### config.mk
export PLATFORM = sky130hd
export DESIGN_NAME = cvxif_kernel_dispatch
export DESIGN_NICKNAME = d
export VERILOG_FILES = /design/src/rtl/cvxif_kernel_dispatch.sv
export SDC_FILE = /design/constraint.sdc
export NUM_CORES = 1
export LEC_CHECK = 0
export CELL_PAD_IN_SITES_DETAIL_PLACEMENT = 1
export CELL_PAD_IN_SITES_GLOBAL_PLACEMENT = 1
export CORE_AREA = 10 10 207 209
export CTS_CLUSTER_SIZE = 20
export DETAILED_ROUTE_END_ITERATION = 7
export DIE_AREA = 0 0 217 219
export PLACE_DENSITY = 0.7
export SETUP_SLACK_MARGIN = 0.4
export SYNTH_ARGS = -nofsm -noshare
export SYNTH_HDL_FRONTEND = slang
export SYNTH_SLANG_ARGS = --single-unit
### constraint.sdc
create_clock -name ap_clk -period 3.76 [get_ports ap_clk]
set_input_delay 0.752 -clock ap_clk [delete_from_list [all_inputs] [get_ports ap_clk]]
set_output_delay 0.752 -clock ap_clk [all_outputs]
set_load 0.01 [all_outputs]
### src/rtl/cvxif_kernel_dispatch.sv
// rtl/cvxif_kernel_dispatch.sv - opcode-selected router of ap_ctrl and FIFO channels to HLS kernels
//
// Ports:
//   ap_clk, ap_rst_n            clock, synchronous active-low reset
//   fire / fire_ready / opcode  issue handshake; opcode is locked on accept
//   op_err                      combinational pulse for an illegal opcode
//   op_done                     registered completion pulse
//   busy                        an operation is in flight
//   ap_start/done/idle/ready    upstream ap_ctrl, mirrored from the selected kernel
//   in1_*, in2_*, out_r_*       upstream FIFO channels
//   k_*                         per-kernel ap_ctrl and FIFO channels (slot i on bit i)
//   in1_cnt, in2_cnt, out_cnt   saturating beat counts of the current/last operation
module cvxif_kernel_dispatch #(
    parameter int                     NUM_KERNELS = 4,
    parameter int                     OP_W        = 3,
    parameter int                     DATA_W      = 64,
    parameter logic [NUM_KERNELS-1:0] KERNEL_EN   = {NUM_KERNELS{1'b1}},
    parameter logic [NUM_KERNELS-1:0] HAS_IN2     = {NUM_KERNELS{1'b1}},
    parameter int                     CNT_W       = 16
) (
    input  logic                          ap_clk,
    input  logic                          ap_rst_n,
    input  logic                          fire,
    output logic                          fire_ready,
    input  logic [OP_W-1:0]               opcode,
    output logic                          op_err,
    output logic                          op_done,
    output logic                          busy,
    input  logic                          ap_start,
    output logic                          ap_done,
    output logic                          ap_idle,
    output logic                          ap_ready,
    input  logic [DATA_W-1:0]             in1_dout,
    input  logic                          in1_empty_n,
    output logic                          in1_read,
    input  logic [DATA_W-1:0]             in2_dout,
    input  logic                          in2_empty_n,
    output logic                          in2_read,
    output logic [DATA_W-1:0]             out_r_din,
    input  logic                          out_r_full_n,
    output logic                          out_r_write,
    output logic [NUM_KERNELS-1:0]        k_ap_start,
    input  logic [NUM_KERNELS-1:0]        k_ap_done,
    input  logic [NUM_KERNELS-1:0]        k_ap_idle,
    input  logic [NUM_KERNELS-1:0]        k_ap_ready,
    output logic [NUM_KERNELS-1:0]        k_in1_empty_n,
    output logic [NUM_KERNELS-1:0]        k_in2_empty_n,
    output logic [NUM_KERNELS-1:0]        k_out_full_n,
    input  logic [NUM_KERNELS-1:0]        k_in1_read,
    input  logic [NUM_KERNELS-1:0]        k_in2_read,
    input  logic [NUM_KERNELS-1:0]        k_out_write,
    input  logic [NUM_KERNELS*DATA_W-1:0] k_out_din,
    output logic [CNT_W-1:0]              in1_cnt,
    output logic [CNT_W-1:0]              in2_cnt,
    output logic [CNT_W-1:0]              out_cnt
);

    typedef enum logic {IDLE, ACTIVE} state_t;

    state_t           state_q, state_d;
    logic [OP_W-1:0]  sel_q, sel_d, sel;
    logic [CNT_W-1:0] in1_cnt_q, in1_cnt_d, in2_cnt_q, in2_cnt_d, out_cnt_q, out_cnt_d;
    logic             op_done_q, op_done_d;
    logic             legal, accept, route;

    // The kernel data inputs are wired straight through by the top level;
    // the kernels read in1/in2 data directly, so only handshakes pass here.
    logic unused_data;
    assign unused_data = ^{in1_dout, in2_dout};

    // Compare against each slot index rather than indexing KERNEL_EN with
    // the opcode, so opcodes beyond NUM_KERNELS are illegal by construction.
    always_comb begin
        legal = 1'b0;
        for (int i = 0; i < NUM_KERNELS; i++) begin
            if (opcode == OP_W'(i)) legal = KERNEL_EN[i];
        end
    end

    assign fire_ready = (state_q == IDLE);
    assign busy       = (state_q == ACTIVE);
    assign accept     = fire && fire_ready && legal;
    assign op_err     = fire && fire_ready && !legal;
    assign route      = (state_q == ACTIVE) || accept;
    // Bypass the opcode in the accept cycle for zero-latency ap_start.
    assign sel        = accept ? opcode : sel_q;

    always_comb begin
        k_ap_start    = '0;
        k_in1_empty_n = '0;
        k_in2_empty_n = '0;
        k_out_full_n  = '0;
        ap_done       = 1'b0;
        ap_idle       = 1'b1;
        ap_ready      = 1'b0;
        in1_read      = 1'b0;
        in2_read      = 1'b0;
        out_r_write   = 1'b0;
        out_r_din     = '0;
        for (int i = 0; i < NUM_KERNELS; i++) begin
            if (route && (sel == OP_W'(i))) begin
                k_ap_start[i]    = ap_start;
                k_in1_empty_n[i] = in1_empty_n;
                k_in2_empty_n[i] = in2_empty_n & HAS_IN2[i];
                k_out_full_n[i]  = out_r_full_n;
                ap_done          = k_ap_done[i];
                ap_idle          = k_ap_idle[i];
                ap_ready         = k_ap_ready[i];
                in1_read         = k_in1_read[i];
                in2_read         = k_in2_read[i] & HAS_IN2[i];
                out_r_write      = k_out_write[i];
                out_r_din        = k_out_din[i*DATA_W +: DATA_W];
            end
        end
    end

    // Clear-on-accept and increment resolve together: a beat in the accept
    // cycle leaves the counter at 1.
    function automatic logic [CNT_W-1:0] next_cnt(input logic [CNT_W-1:0] cur,
                                                  input logic clr, input logic beat);
        logic [CNT_W-1:0] base;
        base = clr ? '0 : cur;
        if (beat && (base != {CNT_W{1'b1}})) return base + 1'b1;
        return base;
    endfunction

    always_comb begin
        state_d   = state_q;
        sel_d     = sel_q;
        op_done_d = 1'b0;
        case (state_q)
            IDLE: begin
                if (accept) begin
                    state_d = ACTIVE;
                    sel_d   = opcode;
                end
            end
            ACTIVE: begin
                // In ACTIVE the mux selects sel_q, so ap_done is k_ap_done[sel_q].
                if (ap_done) begin
                    state_d   = IDLE;
                    op_done_d = 1'b1;
                end
            end
            default: state_d = IDLE;
        endcase
        in1_cnt_d = next_cnt(in1_cnt_q, accept, in1_read && in1_empty_n);
        in2_cnt_d = next_cnt(in2_cnt_q, accept, in2_read && in2_empty_n);
        out_cnt_d = next_cnt(out_cnt_q, accept, out_r_write && out_r_full_n);
    end

    always_ff @(posedge ap_clk) begin
        if (!ap_rst_n) begin
            state_q   <= IDLE;
            sel_q     <= '0;
            op_done_q <= 1'b0;
            in1_cnt_q <= '0;
            in2_cnt_q <= '0;
            out_cnt_q <= '0;
        end else begin
            state_q   <= state_d;
            sel_q     <= sel_d;
            op_done_q <= op_done_d;
            in1_cnt_q <= in1_cnt_d;
            in2_cnt_q <= in2_cnt_d;
            out_cnt_q <= out_cnt_d;
        end
    end

    assign op_done = op_done_q;
    assign in1_cnt = in1_cnt_q;
    assign in2_cnt = in2_cnt_q;
    assign out_cnt = out_cnt_q;

endmodule

After elaboration in Yosys (flattened, before gate mapping)
Index checks and enable logic that the tools add are counted.
{ "totals": {"in_bits": 418, "reg_bits": 53, "output_inout_bits": 138, "wordCells": 102} }
{ "op_classes": {"bitwise": 1, "n_eq_ne": 9, "n_mux": 65, "n_addsub": 3, "reduce_logical": 18} }
{ "ops": {"columns": ["operator", "n"], "rows": [
  ["two-way mux 64 bit", 4],
  ["two-way mux 16 bit", 9],
  ["two-way mux 1 bit", 50],
  ["adder 16 x 1 -> 16 bit, second input constant", 3],
  ["inequality test 16 bit, second input constant", 3],
  ["logical AND 1 bit", 13],
  ["== test 3 x 2 -> 1 bit, second input constant", 4],
  ["== test 3 x 1 -> 1 bit, second input constant", 2],
  ["zero test 3 bit", 2],
  ["two-way mux 3 bit", 1],
  ["case mux 1 bit (2 select lines)", 1],
  ["AND reduction 2 bit", 1],
  ["zero test 1 bit", 1],
  ["logical OR 1 bit", 1],
  ["NOT 1 bit", 1]
]} }

Depth between registers and ports, before layout
Gate-level depths: netlist (run 1).
{ "logic_depth": {"word_depth": 17, "depth_mapped": 13, "depth_no_buf": 9} }

Worst setup path before layout (run 1)
No wires, ideal clock.
{ "synth_timing": {"kind": "input -> register", "start": "input port opcode[2]", "end": "register in2_cnt_q[15], in the netlist in2_cnt[15]", "t_required_ps": 3644, "setup_ps": 116, "stages": 12, "n_path_buf": 4, "path_slack_ps": 530, "arrival_time_ps": 3114, "path_cell_list": "or3b_4 > buf_6 > clkbuf_1 > clkbuf_1 > and2_1 > ha_1 > and4_1 > clkbuf_1 > nor3b_2 > a2111oi_4 > a21oi_1 > a31o_1"} }
{ "synth_via": {"elab_chain_len": 17, "word_cells_on_any_way": 31, "cone_classes": "add/sub (1); eq/ne (7); mux (13); reduce/logical (10)"} }
{ "synth_lines": {"columns": ["element", "line", "rtl"], "rows": [
  ["start: declaration", "25", "input logic [OP_W-1:0] opcode,"],
  ["branches (longest 16 deep; another with adder 16 x 1 -> 16 bit)", null, null],
  ["two-way mux 16 bit *", "124", "return base;"],
  ["end signal: assignment", "165", "in2_cnt_q <= in2_cnt_d;"],
  ["end: declaration", "62", "logic [CNT_W-1:0] in1_cnt_q, in1_cnt_d, in2_cnt_q, in2_cnt_d, out_cnt_q, out_cnt_d;"]
]} }
Mark *: on every way between the ends. The select of a mux whose other input is x is not followed.
A chain may end at the register's enable or synchronous reset.

Final worst setup path (run 1)
{ "layout_timing": {"start": "input port opcode[1]", "end": "output port out_r_din[5]"} }
{ "layout_via": {"elab_chain_len": 13, "word_cells_on_any_way": 23, "cone_classes": "eq/ne (6); mux (9); reduce/logical (8)"} }
{ "layout_lines": {"columns": ["element", "line", "rtl"], "rows": [
  ["zero test 3 bit", "76", "if (opcode == OP_W'(i)) legal = KERNEL_EN[i];"],
  ["two-way mux 1 bit (4 in a row)", "76", null],
  ["logical AND 1 bit", "82", "assign accept = fire && fire_ready && legal;"],
  ["two-way mux 3 bit", null, null],
  ["zero test 3 bit", "101", "if (route && (sel == OP_W'(i))) begin"],
  ["logical AND 1 bit", "101", null],
  ["two-way mux 64 bit (3 in a row)", "101", null],
  ["two-way mux 64 bit *", "101", null],
  ["end: declaration", "39", "output logic [DATA_W-1:0] out_r_din,"]
]} }
Every way passes the cells marked *; elsewhere a longest branch is shown, timed or not.

==> flow_summary.yaml, run 1 <==
power:
  power_density_nw_per_um2: 208
  internal_power_mw: 1.50
  clkPwrFrac: 0.244
  seqPwrFrac: 0.257
  p_switching_mw: 0.733
  p_comb_frac: 0.499
  max-vdd-ir-drop_v: 0.000129
  switching_share: 0.329
  leakagePower_nw: 4.09
  total_power_mw: 2.23
detailed_routing:
  drt_pass1_iterations: 4
  drc_errors: 0
  vias_per_cell: 4.27
  wl_per_cell_microns: 22.9
  first_iter_violations: 259
  postRouteAntennaNets: 0
  vias: 6861
  routed_wl_microns: 36800
layout:
  final_core_util: 0.278
  final_nets: 1508
  final_area_sq_um: 10700
  layout.cells.non_filler: 1608
  drive_gt1_frac: 0.168
  synthToLayoutAreaGrowth_pct: 109
critical_path:
  crit_chain: "clkdlybuf4s50_1 > or4b_4 > and2_4 > buf_6 > o22ai_1 > clkdlybuf4s15_2"
  crit_path_max_fanout: 15
  path_delay_family: "buffers and inverters"
  cp.arrival_ns: 2.54
  slowest_delay_ns: 0.49
  criticalPathCategory: "primary input to output port"
  required_ns: 3.01
  cp-end-kind: "output port"
  cp_slowest_cell: "or4b_4"
  startpoint_type: "primary input"
  cp_num_buf_inv: 3
run_status:
  status: "complete, no violations"
floorplan:
  die_h_microns: 219
  core-area_sq_um: 38600
  dieArea_sq_um: 47500
  num_rows: 72
  dieWidth_microns: 217
  io_pins: 556
  initial_core_util: 0.133
job:
  maxCapViolCount: 0
yosys:
  synth_warnings: 0
  syn-cell-area_sq_um: 5130
  ys.flop_type: "dfxtp_1"
  synthTopCellsByArea: "mux2i_1 28%, dfxtp_1 21%, o22ai_1 8.2%, nand2_1 4.5%, and3_1 3.5%"
  synth_edf_count: 0
  ys_types: 61
  ys_seq_area_frac: 0.207
  yosysTopAreaCell: "mux2i_1"
  synth_fp_nets: 1059
  syn_avg_cell_area_sq_um: 8.04
  async_flop_share: 0
  synth_top_area_share: 0.279
  synthCells: 638
  synth_common_cells: "143 x mux2i_1, 67 x o22ai_1, 62 x nand2_1"
  yosysMostFrequentCell: "mux2i_1"
  synth_seq_cells: 53
sta:
  hold_viol_final: 0
  finalCritPeriodShare: 0.874
  maxSlewHeadroom: 0.488
  clock.fmax_ghz: 0.304
  setup_violations: 0
  tightest_slew_ns: 0.766
  min_period_ns: 3.29
  worst_slack_ns: 0.472
  rsz0062_at_grt: "yes"
  maxSlewViolCount: 0
  skew_ns: 0.0107
placed_design:
  dp.final_hpwl_microns: 31100
  globalplace.congestion: 0.816
  place_area_sq_um: 10300
  pre_cts_ws_ns: -0.286
  placed_cells: 1583
  io_buffers: 427
clock_tree:
  cts_tree: "done"
  cts_max_level: 2
  clkTransAtPathRegs_ns: 0.07
  clockBufferDepth: 2
  clk_latency_ns: 0.30
  cts_buffers: 5
  cts-root-buf: "clkbuf_16"
  cts.sinks: 53
global_route:
  grt_usage: 0.140
  grt_pass1_vias: 7260
  grt.overflow.total: 0
  grt_start_max_net_pins: 49
  grt_antenna_before_repair: 5
  grt_pass1_wl_microns: 50400
hold_path:
  hold_class: "flop to flop"
[path summary, 6_finish.rpt]
check,start,endpoint,slack [ns],cells past startpoint
min reg2reg,sel_q[1]$_SDFFE_PN0N_,sel_q[1]$_SDFFE_PN0N_,0.48,2
max reg2reg,busy$_SDFF_PN0_,in2_cnt[15]$_SDFF_PN0_,0.89,9
min,sel_q[1]$_SDFFE_PN0N_,sel_q[1]$_SDFFE_PN0N_,0.48,2
max,opcode[1],out_r_din[5],0.47,6
[metrics by stage]
stage | hold WS, ns | setup TNS [ns]
finish | 0.477 | 0
global placement | 0.450 | -11.33
CTS | 0.477 | 0
global route | 0.515 | 0
floorplan | 0.441 | 0
detailed placement | 0.466 | -12.59
[flip-flops by register name, indices dropped and copies added, names as in the netlist]
name,count
sel_q,3
in2_cnt,16
busy,1
op_done,1
in1_cnt,16
out_cnt,16
[tightest hold or removal path, stage by stage (launching register included)]
cell and delay (ns):
dfxtp_1 0.32, nand2_1 0.06, a21oi_1 0.05
[logic make-up (layout without fill, tap and decap cells)]
| group | count (synthesis) | in the layout | synth area share |
|---|---|---|---|
| other | 0 | 3 | 0 |
| multiplexers | 145 | 145 | 0.286 |
| XOR/XNOR | 17 | 17 | 0.0290 |
| flip-flops | 53 | 53 | 0.207 |
| buffers and inverters | 58 | 506 | 0.0493 |
| AO/OA/AOI/OAI | 148 | 148 | 0.199 |
| adder cells (fa/ha/maj) | 3 | 3 | 0.00732 |
| AND/OR/NAND/NOR | 214 | 215 | 0.223 |
[area by class of cell]
class | instances | area, sq um
fill | 4656 | 27800
timing repair buffer | 492 | 4750
multi-input combinational | 528 | 4070
sequential | 53 | 1060
tap | 518 | 648
clock buffer | 5 | 125
clock inverter | 2 | 38.8
inverter | 7 | 26.3
antenna | 3 | 7.51
[power by group through the flow]
stage,clock network [mW],logic [mW],registers (mW)
CTS,0.566,1.12,0.574
global route,0.585,1.18,0.575
global placement,0,1.09,0.586
floorplan,0,0.396,0.584
detailed placement,0,1.10,0.586
finish,0.545,1.11,0.574
[what timing repair did]
| action | 4_1_cts | 5_1_grt |
|---|---|---|
| setup endpoints to repair | 88 | 51 |
| cloned | 3 | 3 |
| hold endpoints to repair | 0 | 0 |
| gates resized for setup | 264 | 49 |
| setup buffers | 4 | 5 |
| hold buffers | 0 | 0 |
| pin swaps | 9 | 8 |
[layout by cell type (no fill, tap or decap), types with 14 or more instances in the layout]
| master | synthesis | final |
|---|---|---|
| xnor2_1 | 14 | 14 |
| nor2_1 | 36 | 36 |
| buf_2 | 16 | 37 |
| nand3_1 | 15 | 15 |
| and3_1 | 29 | 29 |
| clkdlybuf4s50_1 | 0 | 338 |
| dlygate4sd2_1 | 0 | 24 |
| buf_4 | 0 | 47 |
| nand2_1 | 62 | 59 |
| o22ai_1 | 67 | 56 |
| dfxtp_1 | 53 | 53 |
| mux2i_1 | 143 | 132 |
| a21oi_1 | 30 | 29 |
[layer usage]
layer,vias to the layer above,global-route usage,routed length (microns)
li1,3310,-,-
met1,3287,0.154,14300
met2,234,0.260,19200
met3,24,0.0447,2800
met4,6,0.0259,378
met5,-,0,35
No activity file was read; power rests on OpenSTA's default activity.
==> run 2, diff against run 1 <==
Settings changed: REMOVE_ABC_BUFFERS set to 1.
==> flow_summary.yaml, run 2 (synthesized netlist as in run 1, its figures left out) <==
run_status:
  status: "complete, no violations"
clock_tree:
  clockBufferDepth: 2
  cts_max_level: 2
  cts_tree: "done"
  holdBufCountCts: 0
  clk_latency_ns: 0.29
  cts.sinks: 53
  cts_buffers: 5
  cts-root-buf: "clkbuf_16"
  clkTransAtPathRegs_ns: 0.07
job:
  maxCapViolCount: 0
hold_path:
  worstHoldEndpoint: "sel_q[1]$_SDFFE_PN0N_"
  hold_class: "flop to flop"
  holdPathStages: 2
  hold_start: "sel_q[1]$_SDFFE_PN0N_"
floorplan:
  num_rows: 72
  die_h_microns: 219
  initial_core_util: 0.133
  dieArea_sq_um: 47500
  io_pins: 556
  core-area_sq_um: 38600
  dieWidth_microns: 217
detailed_routing:
  met1_length_microns: 15900
  postRouteAntennaNets: 0
  drc_errors: 0
  vias: 7144
  first_iter_violations: 240
  drt_pass1_iterations: 4
  met3_length_microns: 5180
  routed.top_layer: "met5"
  wl_met2_microns: 20900
  wl_per_cell_microns: 25.8
  routed_wl_microns: 42500
  vias_per_cell: 4.34
layout:
  synthToLayoutAreaGrowth_pct: 121
  ff_latch_area_sq_um: 1060
  layout_commonest_cell: "clkdlybuf4s50_1"
  n_fill_cell: 4592
  multiInputGateArea_sq_um: 4010
  final_nets: 1545
  final_cell_mix: "342 x clkdlybuf4s50_1, 136 x mux2i_1, 89 x buf_4"
  drive_gt1_frac: 0.188
  layout.cells.non_filler: 1647
placed_design:
  placed_cells: 1615
  dp.final_hpwl_microns: 36700
  globalplace.congestion: 0.888
  io_buffers: 427
power:
  max-vdd-ir-drop_v: 0.000182
  power_density_nw_per_um2: 209
  leakagePower_nw: 4.39
sta:
  tightest_slew_ns: 0.712
  maxSlewViolCount: 0
  hold_viol_final: 0
  setup_violations: 0
  skew_ns: 0.00563
  fin_hold_ws_ns: 0.474
  tns_ns: 0
  clock.fmax_ghz: 0.303
  maxSlewHeadroom: 0.524
  min_period_ns: 3.30
  finalCritPeriodShare: 0.876
  rsz0062_at_grt: "yes"
critical_path:
  crit_path_max_fanout: 14
  cp-end-kind: "output port"
  r2r_slack_ns: 0.69
  startpoint_type: "primary input"
  required_ns: 3.01
  criticalPathCategory: "primary input to output port"
  cp.arrival_ns: 2.54
  reg2reg_depth: 11
  r2r_end: "out_cnt[0]$_SDFF_PN0_"
  reg2reg_from: "busy$_SDFF_PN0_"
global_route:
  grt_antenna_before_repair: 14
  grt_start_max_net_pins: 30
  grt_pass1_wl_microns: 58000
  grt_pass1_vias: 7927
  grt.overflow.total: 0
  grt_usage: 0.167
[run 2: cell types whose count changed in the layout (fill, tap and decap cells not counted), moves of 5 or more]
cell	change
buf_4	+42
clkbuf_2	-12
buf_2	-29
mux2i_4	-5
dlygate4sd2_1	+6
buf_12	+33
[run 2: cell type report]
type,count,share of cell area
Antenna cell,4,0.000881
Clock buffer,5,0.0110
Clock inverter,3,0.00154
Inverter,7,0.00231
Multi-Input combinational cell,528,0.353
Sequential cell,53,0.0934
Tap cell,518,0.0570
Timing Repair Buffer,529,0.481
[run 2: through the flow]
| stage | util | cell area (sq um) | worst slack [ns] | total power [mW] |
|---|---|---|---|---|
| floorplan | - | 4900 | -3.28 | 1.02 |
| global placement | 0.282 | 10900 | -0.324 | 1.88 |
| detailed placement | 0.282 | 10900 | -0.342 | 1.89 |
| CTS | 0.292 | 11300 | 0.400 | 2.40 |
| global route | 0.295 | 11400 | 0.396 | 2.49 |
| finish | 0.295 | 11400 | 0.465 | 2.37 |
[run 2: worst max-delay path by stage]
stage / slack, ns / start / end / cells after the start
2_1_floorplan: -3.28 / fire / ap_done / 5
3_3_place_gp: -0.32 / fire / ap_done / 9
3_5_place_dp: -0.34 / fire / out_r_din[20] / 9
6_report: 0.46 / opcode[2] / out_r_din[32] / 9
4_1_cts: 0.40 / opcode[2] / k_in2_empty_n[3] / 8
5_1_grt: 0.40 / opcode[2] / out_r_din[30] / 9
[run 2: routing by layer]
layer  vias up  track usage
li1       3375            -
met4        14       0.0196
met5         -            0
met2       288        0.298
met1      3438        0.182
met3        29       0.0805
[run 2: worst max-delay path: stages]
cell       delay, ns
buf_2           0.14
or3b_4          0.41
nand2_4         0.11
nand2_8         0.10
buf_8           0.15
bufbuf_16       0.29
mux2i_1         0.14
o22ai_2         0.28
buf_12          0.16
[run 2: timing repair]
action / in CTS / in global routing
gates cloned: 2 / 1
pin swaps: 7 / 6
buffers inserted: 15 / 2
gates resized for setup: 119 / 14
setup endpoints to repair: 113 / 17
[run 2: power breakdown]
part	leakage (nW)	internal [mW]	total, mW	switching (mW)
clock network	0.0696	0.245	0.466	0.221
registers	0.427	0.565	0.571	0.00606
logic	3.89	0.746	1.33	0.588
total	4.39	1.56	2.37	0.815
==> run 3, diff against run 2 <==
Settings changed: SLEW_MARGIN set to 20.
==> results of run 3 <==
Final layout, timing and power as in run 2 (identical DEF).
